===== src/rtl/init_reg_bank_pkg.sv =====
// Shared constants and the address-width helper for the init_reg_bank register store.
package init_reg_bank_pkg;

  localparam int SAT_MODE  = 1;
  localparam int WRAP_MODE = 0;

  // clog2 with a floor of 1 so a single-entry bank still has an address bit.
  function automatic int addr_w(input int depth);
    int w;
    w = 1;
    while ((1 << w) < depth) w++;
    return w;
  endfunction

endpackage


===== src/rtl/reg_cell.sv =====
// One bank entry: INIT on reset, write beats increment, sticky dirty bit.
module reg_cell
  import init_reg_bank_pkg::*;
#(
  parameter int WIDTH = 8,
  parameter int INIT  = 7,
  parameter int SAT   = SAT_MODE
)(
  input  logic             clock,
  input  logic             reset_n,
  input  logic             wr,
  input  logic             inc,
  input  logic             clr,
  input  logic [WIDTH-1:0] wr_data,
  output logic [WIDTH-1:0] value,
  output logic             dirty
);

  localparam logic [WIDTH-1:0] INIT_V = WIDTH'(INIT);

  always_ff @(posedge clock) begin
    if (!reset_n) begin
      value <= INIT_V;
      dirty <= 1'b0;
    end else begin
      if (wr)
        value <= wr_data;
      else if (inc && !((SAT != 0) && (&value)))
        value <= value + WIDTH'(1);
      // A modification on the same edge as a clear keeps its own bit set.
      if (wr || inc)
        dirty <= 1'b1;
      else if (clr)
        dirty <= 1'b0;
    end
  end

endmodule


===== src/rtl/init_reg_bank.sv =====
// Bank of DEPTH INIT-loaded registers with write, increment, dirty tracking and a registered read port.
module init_reg_bank
  import init_reg_bank_pkg::*;
#(
  parameter  int WIDTH  = 8,
  parameter  int DEPTH  = 4,
  parameter  int INIT   = 7,
  parameter  int SAT    = SAT_MODE,
  localparam int ADDR_W = addr_w(DEPTH)
)(
  input  logic              clock,
  input  logic              reset_n,
  input  logic              wr_en,
  input  logic [ADDR_W-1:0] wr_addr,
  input  logic [WIDTH-1:0]  wr_data,
  input  logic              inc_en,
  input  logic [ADDR_W-1:0] inc_addr,
  input  logic              rd_en,
  input  logic [ADDR_W-1:0] rd_addr,
  output logic [WIDTH-1:0]  rd_data,
  output logic              rd_valid,
  input  logic              clr_dirty,
  output logic [DEPTH-1:0]  dirty
);

  logic [DEPTH-1:0][WIDTH-1:0] values;
  logic [WIDTH-1:0]            rd_mux;

  // Addresses >= DEPTH match no cell, so out-of-range strobes fall away here.
  for (genvar i = 0; i < DEPTH; i++) begin : g_cell
    logic wr_hit, inc_hit;
    assign wr_hit  = wr_en && (wr_addr == ADDR_W'(i));
    assign inc_hit = inc_en && (inc_addr == ADDR_W'(i)) && !wr_hit;

    reg_cell #(
      .WIDTH (WIDTH),
      .INIT  (INIT),
      .SAT   (SAT)
    ) u_cell (
      .clock   (clock),
      .reset_n (reset_n),
      .wr      (wr_hit),
      .inc     (inc_hit),
      .clr     (clr_dirty),
      .wr_data (wr_data),
      .value   (values[i]),
      .dirty   (dirty[i])
    );
  end

  // Unmatched (out-of-range) read addresses return zero.
  always_comb begin
    rd_mux = '0;
    for (int i = 0; i < DEPTH; i++)
      if (rd_addr == ADDR_W'(i)) rd_mux = values[i];
  end

  always_ff @(posedge clock) begin
    if (!reset_n) begin
      rd_data  <= '0;
      rd_valid <= 1'b0;
    end else begin
      rd_valid <= rd_en;
      if (rd_en) rd_data <= rd_mux;
    end
  end

endmodule

===== config.mk =====
export PLATFORM = sky130hd
export DESIGN_NAME = init_reg_bank
export DESIGN_NICKNAME = d
export VERILOG_FILES = /design/src/rtl/init_reg_bank_pkg.sv /design/src/rtl/reg_cell.sv /design/src/rtl/init_reg_bank.sv
export SDC_FILE = /design/constraint.sdc
export NUM_CORES = 1
export LEC_CHECK = 0
export BUFFER_PORTS_ARGS = -buffer_cell sky130_fd_sc_hd__clkbuf_2
export CAP_MARGIN = 10
export CELL_PAD_IN_SITES_DETAIL_PLACEMENT = 0
export CELL_PAD_IN_SITES_GLOBAL_PLACEMENT = 1
export CORE_ASPECT_RATIO = 1.2
export CORE_MARGIN = 2
export CORE_UTILIZATION = 43
export DETAILED_ROUTE_END_ITERATION = 8
export PLACE_DENSITY = 0.84
export SLEW_MARGIN = 20
export SYNTH_ARGS = -nofsm -noshare
export SYNTH_HDL_FRONTEND = slang
export SYNTH_SLANG_ARGS = --single-unit

===== constraint.sdc =====
create_clock -name clock -period 2.2 [get_ports clock]
set_input_delay 0.44 -clock clock [delete_from_list [all_inputs] [get_ports clock]]
set_output_delay 0.44 -clock clock [all_outputs]
set_load 0.03 [all_outputs]

==> metrics.md, run 1 <==
| Metric | Value |
|---|---|
| Main synth FF type | `dfxtp_1` |
| Fmax | `568 MHz` |
| Cell taking the most area after synthesis | `dfxtp_1` |
| MaxCap Viol Count | `0` |
| First-pass GRT wire length | `11200 um` |
| Skew-Pair Late Insertion Delay | `0.30 ns` |
| Starting Density | `0.438` |
| Unrepaired setup endpoints after global routing | `no` |
| Power, Total | `1.75 mW` |
| Largest family of logic cells by synthesized area | `simple AND/OR/NAND/NOR gates` |
| Fin area | `2850 um^2` |
| Crit-path max FO | `9` |
| Setup TNS | `0 ns` |
| Antenna viol nets, final | `0` |
| Met2 Usage GRT | `0.395` |
| Post-DP Area | `2780 um^2` |
| Syn_nets | `326` |
| Share of layout cells above drive strength 1 | `0.180` |
| Sw power | `0.536 mW` |
| FFs w/ async S/R, synth | `0` |
| Synth Register Bits | `45` |
| Sw Share | `0.306` |
| Die Area | `6680 um^2` |
| Xor/xnor cell area share of the yosys netlist | `0.0270` |
| Complex-gate fraction of the synthesized area | `0.186` |
| Synth Area in Simple Gates | `0.242` |
| Slew headroom | `0.556` |
| Pin count of the biggest net entering global routing | `33` |
| Layout fillers | `594` |
| Syn Inst Count | `302` |
| Core Util, Final | `0.480` |
| Hold crit path type | `in2reg` |
| Die Y | `89.2 um` |
| Core ar. | `5930 um^2` |
| H-tree depth | `2` |
| Post-Place Cells | `398` |
| Sequential share of power | `0.534` |
| Footprint of the multi-input gates | `1570 um^2` |
| Dpl ws | `0.318 ns` |
| Crit end category | `flop` |
| Int Power | `1.21 mW` |
| Antenna violations before repair | `0` |
| Num CTS Buffers | `5` |
| GR peak layer | `met2` |
| PwrDens | `613 nW/um^2` |
| Pins Over Slew Limit | `0` |
| IO Pins | `33` |
| Worst vdd ir | `0.312 mV` |
| Detailed Route WL | `7140 um` |
| Sequential Area | `901 um^2` |
| Comb power frac | `0.192` |
| Drt pass-1 iters | `4` |
| CTS tree | `yes` |
| Worst Path Required | `2.41 ns` |
| Routed WL per cell | `17.7 um` |
| Fin Clk Skew | `0.00703 ns` |
| RePlAce Congestion | `0.824` |
| Synth top area cells | `dfxtp_1, mux2i_1, mux4_2` |
| DP Wirelength | `5290 um` |
| Vias in the first global route | `2150` |
| Mux share of post-synthesis cell area | `0.130` |
| CP startpoint kind | `flop` |
| Final hold slack | `0.446 ns` |
| Vias | `2392` |
| CTS Sinks | `45` |
| Post-CTS resize count | `0` |
| Post-cts hold buffer count | `0` |
| Clock share of power | `0.274` |
| GR Util met1 | `0.276` |
| Final worst setup slack | `0.441 ns` |
| Die X | `75.0 um` |
| Tmin final | `1.76 ns` |
| Status | `finished, final reports clean` |
| Via density | `5.92` |
| Crit path DAT | `1.97 ns` |
| Yosys cell types | `53` |
| Post-Synthesis Cell Area | `2600 um^2` |
| Number of buffers added for setup after CTS | `0` |
| Grt ovf | `0` |
| Register area share after synthesis | `0.347` |
| Least-Margin Pin Slew | `0.662 ns` |
| Max clock buf depth | `2` |
| Clock Pin Slew Worst Setup and Hold Paths | `0.08 ns` |
| DRT iter0 DRCs | `225` |
| Root Driver | `clkbuf_8` |
| GRT Overall Usage | `0.227` |
| Kind of critical path | `reg2reg` |
| # setup viols final | `0` |
| Finished Layout Cells | `404` |
| Fin crit share | `0.800` |
| Fin. Hold Viols | `0` |
| Most frequent cells in the layout | `dfxtp_1, nand2_1, clkbuf_2, nor2_1, a21oi_1` |
| GRT met3 Usage | `0.0440` |
| # rows | `31` |
| Synth Area in Adders | `0.0193` |
| Port Buf Inserts | `32` |
| P&R area growth vs syn | `9.68%` |
| YS warnings | `0` |
| Syn avg cell area | `8.61 um^2` |
| Final nets | `347` |
| Post-synth EDFFs | `0` |
| # diodes | `0` |
| Yosys top cell area share | `0.347` |
| # DRC | `0` |
| Leak | `1.11 nW` |
| Commonest non-fill, non-tap cell in the layout | `dfxtp_1` |
[area by class of cell]
| class | count | area share |
|---|---|---|
| Multi-Input combinational cell | 231 | 0.551 |
| Tap cell | 82 | 0.0360 |
| Timing Repair Buffer | 35 | 0.0641 |
| Clock inverter | 1 | 0.00176 |
| Clock buffer | 5 | 0.0241 |
| Sequential cell | 45 | 0.316 |
| Inverter | 5 | 0.00658 |
[cells in the mapped netlist, types with 3 or more instances]
cell type and instances:
ha_1 4, and3_1 5, nand2_1 34, a211oi_1 5, or3_1 3, clkbuf_1 13
nand4_1 4, xor2_1 6, buf_4 5, and4_1 4, dfxtp_1 45, o32ai_1 3
inv_1 4, nand3b_1 6, nor2_1 31, mux4_2 6, o21ai_0 9, nand3_1 14
a31oi_1 8, o21ai_1 6, o211ai_1 3, mux2i_1 14, a41oi_1 4, a21oi_1 21
nor3_1 5
[final timing paths]
| check | start | end | slack, ns | cells after the start |
|---|---|---|---|---|
| min reg2reg | g_cell[3].u_cell.dirty | g_cell[3].u_cell.dirty | 0.46 | 2 |
| min | clr_dirty | g_cell[3].u_cell.dirty | 0.45 | 4 |
| max | g_cell[3].u_cell.value[0] | g_cell[3].u_cell.value[4] | 0.44 | 6 |
| max reg2reg | g_cell[3].u_cell.value[0] | g_cell[3].u_cell.value[4] | 0.44 | 6 |
[logic make-up (layout without fill, tap and decap cells)]
logic type	Yosys count	after routing
AO/OA/AOI/OAI	73	73
XOR/XNOR	8	8
adder cells (fa/ha/maj)	4	4
buffers and inverters	26	46
flip-flops	45	45
multiplexers	23	23
AND/OR/NAND/NOR	123	123
[layer usage]
metal | wire, um | share of wire
met5 | 0 | 0
met4 | 136 | 0.019
met3 | 462 | 0.065
met2 | 3580 | 0.50
met1 | 2970 | 0.42
[flip-flops by register name (all words and copies together), names as in the netlist]
| signal | cells |
|---|---|
| rd_data | 8 |
| g_cell.u_cell.value | 32 |
| g_cell.u_cell.dirty | 4 |
| rd_valid | 1 |
[worst max-delay path, cell delays in order, from the launching register on]
cell	delay (ns)
dfxtp_1	0.49
ha_1	0.27
nand4_1	0.15
o21ai_2	0.37
buf_4	0.21
o211ai_1	0.10
o31ai_1	0.09
[power by group through the flow]
stage	registers (mW)	clock network, mW	logic (mW)
after floorplan	0.942	0	0.234
after global placement	0.948	0	0.331
after detailed placement	0.950	0	0.335
after CTS	0.931	0.487	0.337
after global routing	0.940	0.524	0.373
final	0.933	0.479	0.337
Note: power is estimated with default switching activity, not from simulation.
==> run 2: changes to the inputs <==
CORE_UTILIZATION = 39   (was 43)
PLACE_DENSITY = 0.8   (was 0.84)
clock period = 1.45 ns   (was 2.2 ns; I/O delays follow)
==> run 2 against run 1 <==
Effect of this change: the flow now finishes with violations (negative setup slack); hold slack worse by 0.15 ns; clock skew barely moved; critical path depth is the same; non-clock buffer count is 70 higher; die area is 9.7% higher; count of clock-buffer cells in the layout rose by 1; combinational power rose by 130%; global-route usage grew 0.81 points; worst setup slack worse by 0.47 ns; first-iteration DRC count decreased by 25%; critical endpoint is now g_cell[3].u_cell.value[6]; largest cell class unchanged; highest routed layer unchanged.
==> metrics.md, run 2 (synthesized netlist as in run 1, its figures left out) <==
| Metric | Value |
|---|---|
| Fin area | `3590 um^2 (+26%)` |
| CP startpoint kind | `flop` |
| DP Wirelength | `6190 um (+17%)` |
| Fin. Hold Viols | `0 (unchanged)` |
| # setup viols final | `5 (+5)` |
| MaxCap Viol Count | `0 (unchanged)` |
| RePlAce Congestion | `0.938 (+14%)` |
| Setup crit end | `g_cell[3].u_cell.value[6]` |
| Reg2reg end | `g_cell[3].u_cell.value[6]` |
| Starting Density | `0.403 (-0.0348)` |
| Metal2 WL | `4040 um (+13%)` |
| Via density | `5.58 (-5.7%)` |
| Unrepaired setup endpoints after global routing | `yes` |
| Core ar. | `6450 um^2 (+8.6%)` |
| # DRC | `0 (unchanged)` |
| Die X | `78.5 um (+4.7%)` |
| Share of layout cells above drive strength 1 | `0.426 (+0.246)` |
| Commonest non-fill, non-tap cell in the layout | `buf_4` |
| Final hold slack | `0.296 ns (-0.150 ns)` |
| Hold crit path type | `in2reg` |
| Port Buf Inserts | `32 (unchanged)` |
| H-tree depth | `2 (unchanged)` |
| Reg with most FFs | `g_cell.u_cell.value` |
| WL met3 | `416 um (-10%)` |
| Crit-path max FO | `6 (-3)` |
| Drt pass-1 iters | `4 (unchanged)` |
| Antenna viol nets, final | `0 (unchanged)` |
| DRT iter0 DRCs | `168 (-25%)` |
| Fmax | `674 MHz (+19%)` |
| Slew headroom | `0.723 (+0.167)` |
| Pin count of the biggest net entering global routing | `20 (-39%)` |
| Biggest regs | `g_cell.u_cell.value (32), rd_data (8), g_cell.u_cell.dirty (4)` |
| M1 wire length | `3590 um (+21%)` |
| Max FFs per register | `32 (unchanged)` |
| Routed WL per cell | `17.3 um (-2.1%)` |
| Max clock buf depth | `2 (unchanged)` |
| Least-Margin Pin Slew | `0.415 ns (-0.247 ns)` |
| Min-Delay Path Depth | `3 (-1)` |
| IO Pins | `33 (unchanged)` |
| Min-Delay Startpoint | `wr_data[3]` |
| CP max stage cell | `dfxtp_2` |
| Worst Path Required | `1.66 ns (-0.75 ns)` |
| Die Area | `7330 um^2 (+9.7%)` |
| Num CTS Buffers | `5 (unchanged)` |
| Post-DP Area | `3310 um^2 (+19%)` |
| Critical path cell sequence | `and4_1 > nand4_1 > o21ai_4 > buf_4 > o211ai_1 > o31ai_1` |
| Vias | `2675 (+12%)` |
| Worst vdd ir | `0.453 mV (+45%)` |
| Crit end category | `flop` |
| Kind of critical path | `reg2reg` |
| Final nets | `417 (+20%)` |
| CTS tree | `yes` |
| Top sig layer | `met4` |
| # rows | `32 (+3.2%)` |
| GRT Overall Usage | `0.235 (+0.00806)` |
| Root Driver | `clkbuf_8` |
| Crit. Startpoint | `g_cell[3].u_cell.value[4]` |
| Detailed Route WL | `8290 um (+16%)` |
| Fin crit share | `1.02 (+0.223)` |
| P&R area growth vs syn | `38.3%` |
| Fin Clk Skew | `0.00656 ns (-0.000468 ns)` |
| Skew-Pair Late Insertion Delay | `0.30 ns (about the same)` |
| Status | `complete, but fails checks` |
| Die Y | `93.4 um (+4.8%)` |
| Reg2reg start | `g_cell[3].u_cell.value[4]` |
| Pins Over Slew Limit | `0 (unchanged)` |
| Final worst setup slack | `-0.0329 ns (-0.474 ns)` |
| Clock Pin Slew Worst Setup and Hold Paths | `0.09 ns (about the same)` |
| CTS Sinks | `45 (unchanged)` |
| Vias in the first global route | `2609 (+21%)` |
| Crit path DAT | `1.70 ns (-0.27 ns)` |
| Most frequent cells in the layout | `buf_4, nand2_1, clkbuf_2, nor2_1, dfxtp_1` |
| Max stage delay on crit path | `0.37 ns (-0.12 ns)` |
| Tmin final | `1.48 ns (-0.276 ns)` |
| PwrDens | `883 nW/um^2 (+44%)` |
| # diodes | `0 (unchanged)` |
| Grt ovf | `0 (unchanged)` |
| Leak | `1.51 nW (+36%)` |
| Reg2reg setup slack | `-0.03 ns (-0.47 ns)` |
| Worst R2R Path Depth | `6 (unchanged)` |
| First-pass GRT wire length | `13200 um (+18%)` |
| Power, Total | `3.17 mW (+81%)` |
| Failing checks | `negative setup slack` |
| Antenna violations before repair | `0 (unchanged)` |
run 2: cell count changes in the layout (fill, tap and decap cells not counted), sizes merged:
cell      before  now
clkbuf        37   38
buf            3   73
bufinv         0    1
clkinvlp       0    1
clkinv         2    1
run 2: worst min-delay path by stage:
stage,endpoint,slack (ns)
detailed placement,g_cell[3].u_cell.dirty,0.46
CTS,g_cell[1].u_cell.value[3],0.30
global route,g_cell[1].u_cell.value[3],0.29
global placement,g_cell[3].u_cell.dirty,0.44
floorplan,g_cell[1].u_cell.value[2],0.41
finish,g_cell[1].u_cell.value[3],0.30
run 2: through the flow:
stage               setup slack [ns]  TNS, ns   util  instances
detailed placement            -0.198    -1.90  0.513        470
floorplan                    -0.0428  -0.0717      -        302
finish                       -0.0329  -0.0810  0.557        479
CTS                          -0.0317  -0.0963  0.540        479
global placement              -0.175   -0.971  0.513        470
global route                  -0.118   -0.773  0.557        479
run 2: where the power goes:
group | total (mW) | switching (mW) | internal (mW)
clock network | 1.01 | 0.453 | 0.561
logic | 0.772 | 0.404 | 0.368
registers | 1.39 | 0.0666 | 1.32
run 2: routing by layer:
metal  vias up  GRT usage
met3        15     0.0328
met5         -          0
li1       1305          -
met2        91      0.395
met4         0     0.0965
met1      1264      0.303
run 2: layout make-up:
| cell class | count | area (um^2) |
|---|---|---|
| Clock inverter | 2 | 37.5 |
| Inverter | 5 | 18.8 |
| Tap cell | 85 | 106 |
| Sequential cell | 45 | 921 |
| Multi-Input combinational cell | 231 | 1710 |
| Clock buffer | 6 | 82.6 |
| Timing Repair Buffer | 105 | 716 |
| Fill cell | 619 | 2850 |
run 2: worst max-delay path: cells and delay by family (launching register included):
family | cells | cell delay, ns
buffers and inverters | 1 | 0.18
AOI/OAI and AO/OA | 3 | 0.46
DFF | 1 | 0.37
and+or+nand+nor | 2 | 0.39
run 2: what timing repair did:
action | in CTS | in global routing
hold endpoints to repair | 0 | 0
resized for setup | 17 | 29
pin swaps | 10 | 12
hold buffers | 0 | 0
endpoints found under the setup margin | 12 | 20
buffers inserted | 2 | 0
==> run 3: changes to the inputs <==
CORE_UTILIZATION = 47   (was 39)
PLACE_DENSITY = 0.9   (was 0.8)
clock period = 1.8 ns   (was 1.45 ns; I/O delays follow)
==> run 3 against run 2 <==
Effect of this change: the run now ends clean; first-iteration DRC count rose by 45%; global-route usage grew 0.25 points; routed wire length decreased by 15%; clock skew increased by 0.0013 ns; critical path depth did not move; maximum frequency shrank 8.9%; core utilization hardly changed.
==> metrics.md, run 3 (synthesized netlist as in run 1, its figures left out) <==
| Metric | Value |
|---|---|
| Num CTS Buffers | `5 (unchanged)` |
| RePlAce Congestion | `0.929 (-0.98%)` |
| Die Y | `85.5 um (-8.5%)` |
| Sw Share | `0.306 (+0.0147)` |
| Worst vdd ir | `0.332 mV (-27%)` |
| CP startpoint kind | `flop` |
| # DRC | `0 (unchanged)` |
| Leak | `1.19 nW (-21%)` |
| Routed WL per cell | `17.6 um (+1.4%)` |
| Max FFs per register | `32 (unchanged)` |
| # rows | `29 (-9.4%)` |
| Final nets | `362 (-13%)` |
| Pin count of the biggest net entering global routing | `33 (+65%)` |
| Fin area | `2950 um^2 (-18%)` |
| MaxCap Viol Count | `0 (unchanged)` |
| Die X | `71.9 um (-8.5%)` |
| Final hold slack | `0.343 ns (+0.0467 ns)` |
| Commonest non-fill, non-tap cell in the layout | `dfxtp_1` |
| Crit end category | `flop` |
| P&R area growth vs syn | `13.7%` |
| IO Pins | `33 (unchanged)` |
| Status | `finished, final reports clean` |
| Pins Over Slew Limit | `0 (unchanged)` |
| Drt pass-1 iters | `5 (+1)` |
| Via density | `6.16 (+10%)` |
| Tmin final | `1.63 ns (+0.145 ns)` |
| Antenna viol nets, final | `0 (unchanged)` |
| Layout fillers | `491 (-21%)` |
| Max clock buf depth | `2 (unchanged)` |
| # setup viols final | `0 (-5)` |
| DP Wirelength | `5410 um (-13%)` |
| Post-CTS resize count | `0 (-17)` |
| Crit path DAT | `1.81 ns (+0.11 ns)` |
| Core Util, Final | `0.558 (about the same)` |
| Clock Pin Slew Worst Setup and Hold Paths | `0.09 ns (about the same)` |
| Grt ovf | `0 (unchanged)` |
| Slew headroom | `0.637 (-0.0863)` |
| First-pass GRT wire length | `11200 um (-15%)` |
| # diodes | `0 (unchanged)` |
| PwrDens | `742 nW/um^2 (-16%)` |
| Int Power | `1.52 mW (-32%)` |
| Hold crit path type | `in2reg` |
| Comb power frac | `0.204 (-0.039)` |
| Starting Density | `0.491 (+0.0874)` |
| Biggest regs | `g_cell.u_cell.value (32), rd_data (8), g_cell.u_cell.dirty (4)` |
| Fin. Hold Viols | `0 (unchanged)` |
| Least-Margin Pin Slew | `0.544 ns (+0.129 ns)` |
| Kind of critical path | `reg2reg` |
| Post-cts hold buffer count | `0 (unchanged)` |
| Sw power | `0.670 mW (-27%)` |
| DRT iter0 DRCs | `244 (+45%)` |
| Vias | `2469 (-7.7%)` |
| Most frequent cells in the layout | `dfxtp_1, nand2_1, clkbuf_2, nor2_1, a21oi_1` |
| CTS tree | `yes` |
| Fin crit share | `0.904 (-0.118)` |
| Die Area | `6140 um^2 (-16%)` |
| Detailed Route WL | `7040 um (-15%)` |
| GRT Overall Usage | `0.238 (+0.00253)` |
| Unrepaired setup endpoints after global routing | `no` |
| Sequential share of power | `0.515 (+0.078)` |
| Antenna violations before repair | `0 (unchanged)` |
| Skew-Pair Late Insertion Delay | `0.30 ns (about the same)` |
| Post-DP Area | `2860 um^2 (-13%)` |
| Reg with most FFs | `g_cell.u_cell.value` |
| H-tree depth | `2 (unchanged)` |
| Fmax | `614 MHz (-8.9%)` |
| CTS Sinks | `45 (unchanged)` |
| Number of buffers added for setup after CTS | `0 (-2)` |
| Fin Clk Skew | `0.00786 ns (+0.00130 ns)` |
| Vias in the first global route | `2184 (-16%)` |
| Share of layout cells above drive strength 1 | `0.221 (-0.205)` |
| Clock share of power | `0.280 (-0.040)` |
| Crit-path max FO | `7 (+1)` |
| Port Buf Inserts | `32 (unchanged)` |
| Worst Path Required | `1.99 ns (+0.33 ns)` |
| Core ar. | `5300 um^2 (-18%)` |
| Setup TNS | `0 ns (+0.0810 ns)` |
| Root Driver | `clkbuf_8` |
run 3: cell types whose count changed in the layout (fill, tap and decap cells not counted), sizes merged:
| cell | change |
|---|---|
| bufinv | -1 |
| clkinvlp | -1 |
| clkinv | +2 |
| buf | -55 |
run 3: final cells by class:
cell class,instances,area [um^2],area share
Clock buffer,6,72.6,0.0246
Inverter,5,18.8,0.00635
Tap cell,62,77.6,0.0263
Multi-Input combinational cell,231,1580,0.535
Sequential cell,45,901,0.305
Timing Repair Buffer,50,295,0.100
Clock inverter,2,10.0,0.00339
run 3: per-stage QoR:
step	cells	worst slack (ns)	power, mW
2_1_floorplan	302	0.237	1.44
3_3_place_gp	393	0.0807	1.59
3_5_place_dp	393	0.0403	1.60
4_1_cts	401	0.155	2.19
5_1_grt	401	0.0415	2.28
6_report	401	0.172	2.19
run 3: power by group through the flow:
stage | Sequential [mW] | Combinational, mW | Clock [mW]
after floorplan | 1.15 | 0.286 | 0
after CTS | 1.13 | 0.447 | 0.619
final | 1.13 | 0.448 | 0.615
after detailed placement | 1.15 | 0.446 | 0
after global routing | 1.14 | 0.490 | 0.654
after global placement | 1.15 | 0.441 | 0
run 3: final timing paths:
check / startpoint / endpoint / slack (ns) / cells past startpoint
worst max-delay path: g_cell[3].u_cell.value[2] / g_cell[3].u_cell.value[2] / 0.17 / 6
worst min register to register: g_cell[3].u_cell.dirty / g_cell[3].u_cell.dirty / 0.47 / 2
worst min-delay path: reset_n / g_cell[1].u_cell.value[3] / 0.34 / 3
worst max register to register: g_cell[3].u_cell.value[2] / g_cell[3].u_cell.value[2] / 0.17 / 6
run 3: routing by layer:
| metal | routed length [um] | track usage | part of all wire | vias to the layer above |
|---|---|---|---|---|
| li1 | - | - | - | 1198 |
| met5 | 0 | 0 | 0 | - |
| met3 | 540 | 0.0428 | 0.077 | 17 |
| met4 | 150 | 0.0738 | 0.021 | 0 |
| met2 | 3340 | 0.391 | 0.47 | 115 |
| met1 | 3010 | 0.316 | 0.43 | 1139 |
run 3: worst max-delay path, cell delays in order, from the launching register on:
cell	delay, ns
dfxtp_1	0.43
and4_1	0.25
nand4_1	0.14
o21ai_2	0.30
buf_4	0.21
o21ba_2	0.14
o21ai_1	0.04
